`src/rtl/multicycle_control_fsm_if.sv`:
```
// Control bundle between the multicycle control FSM and the shared-memory RV32I datapath.
// master = control unit (drives selects/enables), slave = datapath (supplies opcode and zero).
interface multicycle_control_fsm_if #(
    parameter int RETIRE_CNT_W = 32
) ();
    logic [6:0]              opcode;
    logic                    zero;
    logic                    pc_write;
    logic                    adr_src;
    logic                    mem_write;
    logic                    ir_write;
    logic                    reg_write;
    logic [1:0]              result_src;
    logic [1:0]              alu_src_a;
    logic [1:0]              alu_src_b;
    logic [1:0]              alu_op;
    logic                    instr_retired;
    logic [RETIRE_CNT_W-1:0] instr_count;
    logic [3:0]              state;

    modport master (
        input  opcode, zero,
        output pc_write, adr_src, mem_write, ir_write, reg_write,
        output result_src, alu_src_a, alu_src_b, alu_op,
        output instr_retired, instr_count, state
    );

    modport slave (
        output opcode, zero,
        input  pc_write, adr_src, mem_write, ir_write, reg_write,
        input  result_src, alu_src_a, alu_src_b, alu_op,
        input  instr_retired, instr_count, state
    );
endinterface

```
`src/rtl/multicycle_control_fsm.sv`:
```
// Moore control FSM for the multicycle RV32I core, plus retire pulse and retired-instruction counter.
// Optional macro CTRL_ILLEGAL_TRAP_EN: unsupported opcodes lock the FSM in ILLEGAL until reset.
module multicycle_control_fsm #(
    parameter int RETIRE_CNT_W = 32
) (
    input  logic                     clock,
    input  logic                     reset,
    multicycle_control_fsm_if.master bus
);

    typedef enum logic [3:0] {
        S_FETCH    = 4'd0,
        S_DECODE   = 4'd1,
        S_MEMADR   = 4'd2,
        S_MEMREAD  = 4'd3,
        S_MEMWB    = 4'd4,
        S_MEMWRITE = 4'd5,
        S_EXECUTER = 4'd6,
        S_EXECUTEI = 4'd7,
        S_ALUWB    = 4'd8,
        S_JAL      = 4'd9,
        S_BEQ      = 4'd10,
        S_ILLEGAL  = 4'd11
    } state_t;

    localparam logic [6:0] OP_LOAD   = 7'b0000011;
    localparam logic [6:0] OP_STORE  = 7'b0100011;
    localparam logic [6:0] OP_RTYPE  = 7'b0110011;
    localparam logic [6:0] OP_ITYPE  = 7'b0010011;
    localparam logic [6:0] OP_JAL    = 7'b1101111;
    localparam logic [6:0] OP_BRANCH = 7'b1100011;

`ifdef CTRL_ILLEGAL_TRAP_EN
    localparam state_t UNSUPPORTED_NEXT = S_ILLEGAL;
`else
    localparam state_t UNSUPPORTED_NEXT = S_FETCH;
`endif

    state_t                  state_q, state_d;
    logic [RETIRE_CNT_W-1:0] count_q, count_d;

    logic       pc_update;
    logic       branch;
    logic       retire;
    logic       adr_src;
    logic       mem_write;
    logic       ir_write;
    logic       reg_write;
    logic [1:0] result_src;
    logic [1:0] alu_src_a;
    logic [1:0] alu_src_b;
    logic [1:0] alu_op;

    // Next-state logic; opcode is only consulted in DECODE and MEMADR.
    always_comb begin
        state_d = state_q;
        case (state_q)
            S_FETCH:    state_d = S_DECODE;
            S_DECODE: begin
                case (bus.opcode)
                    OP_LOAD,
                    OP_STORE:  state_d = S_MEMADR;
                    OP_RTYPE:  state_d = S_EXECUTER;
                    OP_ITYPE:  state_d = S_EXECUTEI;
                    OP_JAL:    state_d = S_JAL;
                    OP_BRANCH: state_d = S_BEQ;
                    default:   state_d = UNSUPPORTED_NEXT;
                endcase
            end
            S_MEMADR:   state_d = (bus.opcode == OP_LOAD) ? S_MEMREAD : S_MEMWRITE;
            S_MEMREAD:  state_d = S_MEMWB;
            S_EXECUTER,
            S_EXECUTEI,
            S_JAL:      state_d = S_ALUWB;
            S_MEMWB,
            S_MEMWRITE,
            S_ALUWB,
            S_BEQ:      state_d = S_FETCH;
`ifdef CTRL_ILLEGAL_TRAP_EN
            S_ILLEGAL:  state_d = S_ILLEGAL;
`endif
            default:    state_d = S_FETCH;
        endcase
    end

    // Output decode depends on state only; reset overrides with FETCH selects and no enables.
    always_comb begin
        pc_update  = 1'b0;
        branch     = 1'b0;
        retire     = 1'b0;
        adr_src    = 1'b0;
        mem_write  = 1'b0;
        ir_write   = 1'b0;
        reg_write  = 1'b0;
        result_src = 2'b00;
        alu_src_a  = 2'b00;
        alu_src_b  = 2'b00;
        alu_op     = 2'b00;
        case (state_q)
            S_FETCH: begin
                ir_write   = 1'b1;
                alu_src_b  = 2'b10;
                result_src = 2'b10;
                pc_update  = 1'b1;
            end
            S_DECODE: begin
                alu_src_a = 2'b01;
                alu_src_b = 2'b01;
            end
            S_MEMADR: begin
                alu_src_a = 2'b10;
                alu_src_b = 2'b01;
            end
            S_MEMREAD: begin
                adr_src = 1'b1;
            end
            S_MEMWB: begin
                result_src = 2'b01;
                reg_write  = 1'b1;
                retire     = 1'b1;
            end
            S_MEMWRITE: begin
                adr_src   = 1'b1;
                mem_write = 1'b1;
                retire    = 1'b1;
            end
            S_EXECUTER: begin
                alu_src_a = 2'b10;
                alu_op    = 2'b10;
            end
            S_EXECUTEI: begin
                alu_src_a = 2'b10;
                alu_src_b = 2'b01;
                alu_op    = 2'b10;
            end
            S_ALUWB: begin
                reg_write = 1'b1;
                retire    = 1'b1;
            end
            S_JAL: begin
                alu_src_a = 2'b01;
                alu_src_b = 2'b10;
                pc_update = 1'b1;
            end
            S_BEQ: begin
                alu_src_a = 2'b10;
                alu_op    = 2'b01;
                branch    = 1'b1;
                retire    = 1'b1;
            end
            default: ;
        endcase

        if (reset) begin
            pc_update  = 1'b0;
            branch     = 1'b0;
            retire     = 1'b0;
            adr_src    = 1'b0;
            mem_write  = 1'b0;
            ir_write   = 1'b0;
            reg_write  = 1'b0;
            result_src = 2'b10;
            alu_src_a  = 2'b00;
            alu_src_b  = 2'b10;
            alu_op     = 2'b00;
        end
    end

    assign count_d = retire ? count_q + RETIRE_CNT_W'(1) : count_q;

    always_ff @(posedge clock) begin
        if (reset) begin
            state_q <= S_FETCH;
            count_q <= '0;
        end else begin
            state_q <= state_d;
            count_q <= count_d;
        end
    end

    // zero only matters through the branch decode, i.e. in BEQ.
    assign bus.pc_write      = pc_update | (branch & bus.zero);
    assign bus.adr_src       = adr_src;
    assign bus.mem_write     = mem_write;
    assign bus.ir_write      = ir_write;
    assign bus.reg_write     = reg_write;
    assign bus.result_src    = result_src;
    assign bus.alu_src_a     = alu_src_a;
    assign bus.alu_src_b     = alu_src_b;
    assign bus.alu_op        = alu_op;
    assign bus.instr_retired = retire;
    assign bus.instr_count   = count_q;
    assign bus.state         = state_q;

endmodule

```
`src/flat_wrapper.sv`:
```
// flat-port wrapper written by rule: the top's interface ports become plain ports
module multicycle_control_fsm_flat 
#(
    parameter int RETIRE_CNT_W = 32
)
  (clock, reset, bus_opcode, bus_zero, bus_pc_write, bus_adr_src, bus_mem_write, bus_ir_write, bus_reg_write, bus_result_src, bus_alu_src_a, bus_alu_src_b, bus_alu_op, bus_instr_retired, bus_instr_count, bus_state);
  multicycle_control_fsm_if #(.RETIRE_CNT_W(RETIRE_CNT_W)) bus_i ();
  input  logic clock;
  input  logic reset;
  input wire logic [$bits(bus_i.opcode)-1:0] bus_opcode;
  input wire logic [$bits(bus_i.zero)-1:0] bus_zero;
  output wire logic [$bits(bus_i.pc_write)-1:0] bus_pc_write;
  output wire logic [$bits(bus_i.adr_src)-1:0] bus_adr_src;
  output wire logic [$bits(bus_i.mem_write)-1:0] bus_mem_write;
  output wire logic [$bits(bus_i.ir_write)-1:0] bus_ir_write;
  output wire logic [$bits(bus_i.reg_write)-1:0] bus_reg_write;
  output wire logic [$bits(bus_i.result_src)-1:0] bus_result_src;
  output wire logic [$bits(bus_i.alu_src_a)-1:0] bus_alu_src_a;
  output wire logic [$bits(bus_i.alu_src_b)-1:0] bus_alu_src_b;
  output wire logic [$bits(bus_i.alu_op)-1:0] bus_alu_op;
  output wire logic [$bits(bus_i.instr_retired)-1:0] bus_instr_retired;
  output wire logic [$bits(bus_i.instr_count)-1:0] bus_instr_count;
  output wire logic [$bits(bus_i.state)-1:0] bus_state;
  assign bus_i.opcode = bus_opcode;
  assign bus_i.zero = bus_zero;
  assign bus_pc_write = bus_i.pc_write;
  assign bus_adr_src = bus_i.adr_src;
  assign bus_mem_write = bus_i.mem_write;
  assign bus_ir_write = bus_i.ir_write;
  assign bus_reg_write = bus_i.reg_write;
  assign bus_result_src = bus_i.result_src;
  assign bus_alu_src_a = bus_i.alu_src_a;
  assign bus_alu_src_b = bus_i.alu_src_b;
  assign bus_alu_op = bus_i.alu_op;
  assign bus_instr_retired = bus_i.instr_retired;
  assign bus_instr_count = bus_i.instr_count;
  assign bus_state = bus_i.state;
  multicycle_control_fsm #(.RETIRE_CNT_W(RETIRE_CNT_W)) u_core (.clock(clock), .reset(reset), .bus(bus_i));
endmodule
```
`config.mk`:
```
export PLATFORM = sky130hd
export DESIGN_NAME = multicycle_control_fsm_flat
export DESIGN_NICKNAME = d
export VERILOG_FILES = /design/src/rtl/multicycle_control_fsm_if.sv /design/src/rtl/multicycle_control_fsm.sv /design/src/flat_wrapper.sv
export SDC_FILE = /design/constraint.sdc
export NUM_CORES = 1
export LEC_CHECK = 0
export ABC_AREA = 1
export CORE_AREA = 4 4 78 80
export DETAILED_ROUTE_END_ITERATION = 7
export DIE_AREA = 0 0 82 84
export GPL_TIMING_DRIVEN = 0
export PLACE_DENSITY = 0.88
export SYNTH_ARGS = -nofsm -noshare
export SYNTH_HDL_FRONTEND = slang
export SYNTH_SLANG_ARGS = --single-unit
```
`constraint.sdc`:
```
create_clock -name clock -period 1.28 [get_ports clock]
set_input_delay 0.192 -clock clock [delete_from_list [all_inputs] [get_ports clock]]
set_output_delay 0.192 -clock clock [all_outputs]
set_load 0.1 [all_outputs]
```
# Yosys cells after proc, flatten, opt, wreduce, memory -nomap -nowiden
# Cells that the tools add are included.
totals:
  reg_bits: 36
  in_bits: 10
  elab_cells: 57
op_classes:
  eq_ne: 16
  bitwise: 2
  n_addsub: 1
  n_reduce_logical: 11
  mux: 25
op_table:
  columns: ["operator", "count"]
  rows:
  - ["one-hot mux 4 bit (5 select lines)", 2]
  - ["adder 32 x 1 -> 32 bit (second input constant)", 1]
  - ["equality test 4 x 3 -> 1 bit (second input constant)", 4]
  - ["one-hot mux 2 bit (2 select lines)", 4]
  - ["equality test 7 x 6 -> 1 bit (second input constant)", 2]
  - ["equality test 7 bit (second input constant)", 2]
  - ["two-way mux 1 bit", 14]
  - ["equality test 4 bit (second input constant)", 3]
  - ["OR reduction 2 bit", 6]
  - ["equality test 4 x 2 -> 1 bit (second input constant)", 2]
  - ["two-way mux 2 bit", 4]
  - ["OR reduction 4 bit", 2]
  - ["equality test 7 x 2 -> 1 bit (second input constant)", 1]
  - ["equality test 7 x 5 -> 1 bit (second input constant)", 1]
  - ["OR reduction 3 bit", 2]
  - ["equality test 4 x 1 -> 1 bit (second input constant)", 1]
  - ["zero test 4 bit", 1]
  - ["two-way mux 3 bit", 1]
  - ["AND 1 bit", 1]
  - ["OR 1 bit", 1]

# Longest topological paths before layout
# Gate-level depths: netlist of the first run.
depth:
  word_depth: 5
  depth_mapped: 9

# Worst setup path after synthesis of the first run
# Ideal clock, no wire load.
synth_timing:
  path_type: "reg2out"
  start: "reg u_core.state_q[1] (netlist: u_core.bus.state[1])"
  end: "out bus_pc_write"
  setup_slack_ns: -2.726
  stages_incl_launch_ff: 7
  arrival_ns: 3.814
  cell_sequence: "dfxtp_1 > inv_2 > nor2_1 > nand3_1 > nor2_1 > nand2_1 > o21ai_0"
synth_between:
  elab_chain_len: 5
  elab_cells_between_ends: 10
  classes_between: "eq/ne: 2; mux: 4; bitwise: 2; reduce/logical: 2"
synth_lines:
  columns: ["item", "line", "source"]
  rows:
  - ["start: declaration", "multicycle_control_fsm.sv:39", "state_t state_q, state_d;"]
  - ["start signal: assignment", "multicycle_control_fsm.sv:176", "state_q <= state_d;"]
  - ["equality test 4 bit or zero test 4 bit (tied branches)", "multicycle_control_fsm.sv:99", "case (state_q)"]
  - ["OR reduction 2 bit (no source line) or two-way mux 1 bit (tied branches)", null, null]
  - ["two-way mux 1 bit (on tied branches)", "multicycle_control_fsm.sv:99, multicycle_control_fsm.sv:154", null]
  - ["two-way mux 1 bit or AND 1 bit (tied branches)", "multicycle_control_fsm.sv:154, multicycle_control_fsm.sv:182", null]
  - ["OR 1 bit (*)", "multicycle_control_fsm.sv:182", "assign bus.pc_write = pc_update | (branch & bus.zero);"]
  - ["end: declaration", "flat_wrapper.sv:12", "output wire logic [$bits(bus_i.pc_write)-1:0] bus_pc_write;"]
# Every way passes the cells marked *; elsewhere a longest branch is shown, timed or not.

# Worst setup path in the final report of the first run
layout_timing:
  start: "reg u_core.state_q[2] (netlist: u_core.bus.state[2])"
  end: "out bus_alu_src_b[0]"
layout_between:
  elab_chain_len: 4
  elab_cells_between_ends: 9
  classes_between: "eq/ne: 4; mux: 2; reduce/logical: 3"
layout_lines:
  columns: ["item", "line", "source"]
  rows:
  - ["equality test 4 x 1 -> 1 bit, or another cell as far along", "multicycle_control_fsm.sv:99", null]
  - ["OR reduction 3 bit (no source line) or OR reduction 2 bit (tied branches)", null, null]
  - ["one-hot mux 2 bit (2 select lines) (*)", "multicycle_control_fsm.sv:99", null]
  - ["two-way mux 2 bit (*)", "multicycle_control_fsm.sv:154", "if (reset) begin"]
  - ["end: declaration", "flat_wrapper.sv:19", "output wire logic [$bits(bus_i.alu_src_b)-1:0] bus_alu_src_b;"]
# Marked as above.

==> flow_summary.yaml, run 1 <==
outcome:
  run_status: "complete, but fails checks"
  failed_checks: "negative setup slack"
final_layout:
  nFillCells: 317
  fin_nets: 504
  final_layout_size_suffix_gt1_frac: 0.559
  antenna_cells: 0
  synthToLayoutAreaGrowth_pct: 86.2
  layout.cells.non_filler: 566
sta:
  clock_skew_ps: 17.5
  finalSetupViolCount: 55
  drv_slew: 0
  minimum_hold_slack_ps: 318
  finalCriticalPeriod_ps: 1960
  slew_at_the_pin_closest_to_its_max_slew_limit_ps: 497
  timing_hold_violations_final: 0
  timing.final.crit_share: 1.53
  fmax_mhz: 510
  setup-tns-final_ps: -14770
  pnr_worst_setup_slack_ps: -681
  rsz0062_at_grt: "yes"
  timing.slew.headroom: 0.666
worst_setup_path:
  reg2reg_slack_ps: -410
  required_ps: 1090
  worstSetupEndpointType: "output port"
  cp_max_fo: 4
  crit_path_start: "u_core.bus.state[2]"
  timing.critical_path.to: "bus_alu_src_b[0]"
  worstSetupPathType: "flip-flop to output port"
  critical_path.reg2reg.endpoint: "u_core.bus.instr_count[13]"
  cp_data_arrival_time_ps: 1770
  r2r_start: "u_core.bus.state[2]"
  critPathLaunchType: "flip-flop"
  worst-r2r-cell-count: 10
grt:
  antenna_found_initial: 0
  grt.overflow.total: 0
  grt_first_pass_wirelength_um: 15000
  grt_usage: 0.282
  gr-usage-met1: 0.325
  globalRouteMet2Util: 0.475
  global_route.peak_usage_layer: "met2"
  grt_pass1_vias: 3067
  grt_util_met3: 0.0594
  maximum_number_of_pins_on_one_net_before_global_route_repair: 12
floorplanning:
  dieArea_mm2: 0.00689
  die_w_um: 82
  design.core.area_mm2: 0.00541
  initial_core_util: 0.441
  top_level_ports: 60
  placement_rows: 27
  fp.dieH_um: 84
placed_design:
  numPlacedInstances: 509
  placement.setup.worst_slack_ps: -1300
  gp_congestion: 0.902
  place.detailed.hpwl_um: 5500
  total_of_buffers_placed_on_input_and_output_ports: 58
synthesis:
  synthFlopType: "sky130_fd_sc_hd__dfxtp_1"
  synth-simple-area-share: 0.504
  yosysUniqueCellTypes: 38
  synth-xor-area-share: 0.0184
  postSynthRegisterBits: 36
  seq_area_frac_synth: 0.302
  yosysTopAreaCell: "sky130_fd_sc_hd__dfxtp_1"
  main_combinational_cell_family_by_area_after_synthesis: "simple AND/OR/NAND/NOR gates"
  synthesis.area_per_instance_um2: 6.29
  synth_area_mm2: 0.00238
  netlist_instances: 379
  netlist_top_cells_area: "sky130_fd_sc_hd__dfxtp_1 (30%), sky130_fd_sc_hd__nand2_1 (17%), sky130_fd_sc_hd__nor2_1 (11%)"
  synth.net_count: 390
  area_fraction_in_compound_gates_after_synthesis: 0.0803
  adder_and_majority_gate_portion_of_the_synthesized_area: 0.00525
  synth_largest_type_area_fraction: 0.302
  multiplexer_fraction_of_the_synthesized_cell_area: 0
  yosys_warnings: 0
  number_of_synthesized_flops_with_an_enable_pin: 0
  asyncSetResetFlopFracSynth: 0
cts:
  cts_tree: "done"
  cts_buffer_depth: 2
  worstSkewPairLatency_ps: 310
  clk_root_buffer_cell: "sky130_fd_sc_hd__clkbuf_8"
  cts_inserted_buffers: 5
  tritoncts_sink_count: 36
  ctsHoldBuffers: 0
  number_of_levels_in_the_clock_h_tree: 2
  clk_pin_slew_worst_paths_ps: 90
power:
  totalPowerFinal_mw: 2.44
  total_leakage_power_nw: 1.81
  max-vdd-ir-drop_mv: 0.469
  p_per_area_mw_per_mm2: 550
route:
  iteration_count_of_the_initial_detailed_routing_pass: 7
  avgViaCountPerCell: 6.10
  routed_wire_length_per_instance_um: 22.1
  drtAntennaViolNets: 0
  drt_first_iter_violations: 661
  dr_total_vias: 3453
  drc_errors: 0
  wirelength_um: 12500
run:
  drv_cap: 0
hold_path:
  timing.hold.worst.class: "primary input to flip-flop"
layout make-up:
| type | instances | area (µm²) | area share |
|---|---|---|---|
| Multi-Input combinational cell | 291 | 2050 | 0.463 |
| Timing Repair Buffer | 107 | 1100 | 0.249 |
| Sequential cell | 36 | 835 | 0.188 |
| Inverter | 46 | 220 | 0.0496 |
| Tap cell | 72 | 90.1 | 0.0203 |
| Clock buffer | 7 | 86.3 | 0.0194 |
| Buffer | 6 | 46.3 | 0.0104 |
| Clock inverter | 1 | 3.75 | 0.000846 |
cell usage in the layout, fill, tap and decap left out, drive strengths merged, types with 4 or more instances in the layout:
cell,n
o21ai,12
clkdlybuf4s50,8
nand4,5
clkbuf,19
nor3,12
nand2,117
xor2,4
buf,93
dfxtp,36
nor2,82
a21oi,17
nand3,27
inv,45
per-stage QoR:
stage	util	instance area (µm²)
global route	0.821	4440
global placement	0.623	3370
CTS	0.736	3980
detailed placement	0.623	3370
finish	0.821	4440
floorplan	-	2700
sequential cells by signal, indices dropped and copies added (netlist names):
| register | flops |
|---|---|
| u_core.bus.instr_count | 32 |
| u_core.bus.state | 4 |
repair_timing:
action / in CTS / in global routing
gates resized for setup: 406 / 85
gates cloned: 1 / 0
pin swaps: 32 / 30
setup endpoints to repair: 83 / 64
buffers inserted: 30 / 19
worst min-delay path by stage:
stage,startpoint,end,slack (ps),depth (start not counted)
3_3_place_gp,u_core.bus.instr_count[10],u_core.bus.instr_count[10],450,1
5_1_grt,reset,u_core.bus.instr_count[19],340,2
6_report,reset,u_core.bus.instr_count[19],320,2
2_1_floorplan,bus_opcode[6],u_core.bus.state[1],360,3
4_1_cts,reset,u_core.bus.instr_count[19],310,2
3_5_place_dp,u_core.bus.instr_count[10],u_core.bus.instr_count[10],450,1
critical path: stages, from the launching register on:
cell and delay, ps:
sky130_fd_sc_hd__dfxtp_4 440, sky130_fd_sc_hd__inv_8 70, sky130_fd_sc_hd__nand2_8 90, sky130_fd_sc_hd__inv_6 40
sky130_fd_sc_hd__nand2_1 110, sky130_fd_sc_hd__inv_2 70, sky130_fd_sc_hd__o31ai_2 340, sky130_fd_sc_hd__inv_2 110
sky130_fd_sc_hd__buf_12 180
cell usage after synthesis (all sizes together) (2+ instances only):
library cell / instances
xor2: 4
nor3: 12
nand3: 27
o21a: 2
buf: 6
a21oi: 17
nand4: 5
nor2: 82
o21ai: 12
nor3b: 2
dfxtp: 36
nand2: 117
and2: 2
and3: 2
inv: 45
kinds of logic (layout without fill, tap and decap cells):
kind of cell	count (synthesis)	in the layout
flops	36	36
simple gates	251	251
xor+xnor	5	5
fa+ha+maj	1	1
buf+inv	52	167
compound gates	34	34
routing by layer:
layer,vias up,share of wire
li1,1433,-
met3,117,0.11
met4,0,0.086
met2,343,0.48
met1,1560,0.32
met5,-,0
where the power goes:
| part | leakage (nW) | internal [mW] | total, mW | switching, mW |
|---|---|---|---|---|
| Sequential | 0.316 | 1.07 | 1.08 | 0.0139 |
| Clock | 0.0459 | 0.433 | 0.903 | 0.470 |
| Combinational | 1.45 | 0.167 | 0.461 | 0.293 |
| Total | 1.81 | 1.67 | 2.44 | 0.778 |
No activity file was read; power rests on OpenSTA's default activity.
==> run 2, diff against run 1 <==
--- a/config.mk
+++ b/config.mk
@@ -9,7 +9,9 @@
 export CORE_AREA = 4 4 78 80
 export DETAILED_ROUTE_END_ITERATION = 7
 export DIE_AREA = 0 0 82 84
+export GPL_ROUTABILITY_DRIVEN = 0
 export GPL_TIMING_DRIVEN = 0
+export HOLD_SLACK_MARGIN = 0.05
 export PLACE_DENSITY = 0.88
 export SYNTH_ARGS = -nofsm -noshare
 export SYNTH_HDL_FRONTEND = slang
==> run 2 against run 1 <==
  * The run ends with design-rule violations, negative setup slack left
  * Non-clock buffer count increased by 6
  * Worst setup slack improved by 190 ps
  * Clock skew decreased by 0.68 ps
  * Die area unchanged
  * Fmax increased by 11%
==> flow_summary.yaml, run 2 (same netlist as run 1, synthesis figures left out) <==
outcome:
  run_status: "complete, but fails checks"
  failed_checks: "design-rule violations, negative setup slack"
final_layout:
  antenna_cells: 0
  largest_register_ffs: 32
  nFillCells: 262
  final_layout_size_suffix_gt1_frac: 0.568
  layout.cells.non_filler: 572
  stdcell_area_mm2: 0.00451
  synthToLayoutAreaGrowth_pct: 89.0
  fin_nets: 510
  fin_util: 0.834
  final_cell_mix: "sky130_fd_sc_hd__nand2_1 (86), sky130_fd_sc_hd__buf_4 (54), sky130_fd_sc_hd__nor2_1 (42)"
  most_frequent_standard_cell_in_the_layout_excluding_fill_and_tap_cells: "sky130_fd_sc_hd__nand2_1"
worst_setup_path:
  max_stage_delay_ps: 420
  critical-path-slowest-cell: "sky130_fd_sc_hd__dfxtp_4"
  timing.critical_path.cells: "buf_4 -> nand3_2 -> nand2_4 -> buf_6 -> inv_6 -> nor2_4 -> nand3_2 -> nand2_1 -> nand2_1 -> nor2_1"
  reg2reg_slack_ps: -490
  r2r_start: "u_core.bus.state[3]"
  worst-r2r-cell-count: 10
  required_ps: 1500
  crit_path_start: "u_core.bus.state[3]"
  worstSetupPathType: "flip-flop to flip-flop"
  cp_data_arrival_time_ps: 1990
  critical_path.reg2reg.endpoint: "u_core.bus.instr_count[17]"
  cp_max_fo: 5
  critPathLaunchType: "flip-flop"
  worstSetupEndpointType: "flip-flop"
  timing.critical_path.to: "u_core.bus.instr_count[17]"
route:
  iteration_count_of_the_initial_detailed_routing_pass: 8
  dr_total_vias: 3559
  wirelength_um: 13000
  drc_errors: 30
  avgViaCountPerCell: 6.22
  drtAntennaViolNets: 0
  drt_first_iter_violations: 673
  routed_wire_length_per_instance_um: 22.8
floorplanning:
  fp.dieH_um: 84
  die_w_um: 82
  dieArea_mm2: 0.00689
  initial_core_util: 0.441
  placement_rows: 27
  top_level_ports: 60
  design.core.area_mm2: 0.00541
sta:
  finalSetupViolCount: 55
  timing_hold_violations_final: 0
  rsz0062_at_grt: "yes"
  finalCriticalPeriod_ps: 1770
  setup-tns-final_ps: -15400
  timing.final.crit_share: 1.38
  timing.slew.headroom: 0.670
  clock_skew_ps: 16.8
  drv_slew: 0
  minimum_hold_slack_ps: 319
  slew_at_the_pin_closest_to_its_max_slew_limit_ps: 498
  fmax_mhz: 565
  pnr_worst_setup_slack_ps: -489
grt:
  antenna_found_initial: 0
  grt_first_pass_wirelength_um: 15500
  grt_usage: 0.291
  grt.overflow.total: 0
  grt_pass1_vias: 3126
  maximum_number_of_pins_on_one_net_before_global_route_repair: 13
cts:
  cts_tree: "done"
  cts_buffer_depth: 2
  worstSkewPairLatency_ps: 320
  clk_pin_slew_worst_paths_ps: 90
  cts_inserted_buffers: 5
  number_of_levels_in_the_clock_h_tree: 2
  tritoncts_sink_count: 36
  clk_root_buffer_cell: "sky130_fd_sc_hd__clkbuf_8"
  ctsHoldBuffers: 0
placed_design:
  placed_area_mm2: 0.00337
  place.detailed.hpwl_um: 5330
  total_of_buffers_placed_on_input_and_output_ports: 58
  numPlacedInstances: 509
  placement.setup.worst_slack_ps: -1280
power:
  p_per_area_mw_per_mm2: 572
  totalPowerFinal_mw: 2.58
  max-vdd-ir-drop_mv: 0.654
  total_leakage_power_nw: 1.86
hold_path:
  timing.hold.worst.class: "primary input to flip-flop"
run:
  drv_cap: 0
[run 2: layout make-up]
type / count / area (µm²) / share of cell area
flip-flops and latches: 36 / 835 / 0.185
clock buffers: 5 / 68.8 / 0.0153
well taps: 72 / 90.1 / 0.0200
repair buffers: 113 / 1200 / 0.266
clock inverters: 3 / 42.5 / 0.00944
multi-input cells: 291 / 2000 / 0.443
inverters: 46 / 225 / 0.0500
plain buffers: 6 / 46.3 / 0.0103
[run 2: critical path: cells and delay by family (launching register included)]
family / cells / cell delay (ps)
buffers and inverters: 3 / 320
DFF: 1 / 420
and+or+nand+nor: 7 / 930
[run 2: where the power goes]
| part | total [mW] | internal (mW) | switching (mW) |
|---|---|---|---|
| registers | 1.08 | 1.07 | 0.0153 |
| clock network | 1.09 | 0.577 | 0.510 |
| logic | 0.410 | 0.145 | 0.266 |
[run 2: worst min-delay path by stage]
stage,depth (start not counted),from,slack (ps),end
2_1_floorplan,3,bus_opcode[6],360,u_core.bus.state[1]
3_3_place_gp,1,u_core.bus.instr_count[10],450,u_core.bus.instr_count[10]
3_5_place_dp,1,u_core.bus.instr_count[10],460,u_core.bus.instr_count[10]
4_1_cts,2,reset,290,u_core.bus.instr_count[19]
5_1_grt,2,reset,330,u_core.bus.instr_count[16]
6_report,2,reset,320,u_core.bus.instr_count[16]
[run 2: timing repair]
item | CTS | global route
gates resized for setup | 415 | 80
buffers inserted | 27 | 28
pin swaps | 27 | 37
setup endpoints to repair | 83 | 57
[run 2: layer usage]
layer	global-route usage	vias to the layer above	wire [µm]
li1	-	1439	-
met1	0.323	1619	4180
met5	0	-	0
met2	0.489	369	6130
met3	0.0670	132	1570
met4	0.177	0	1170
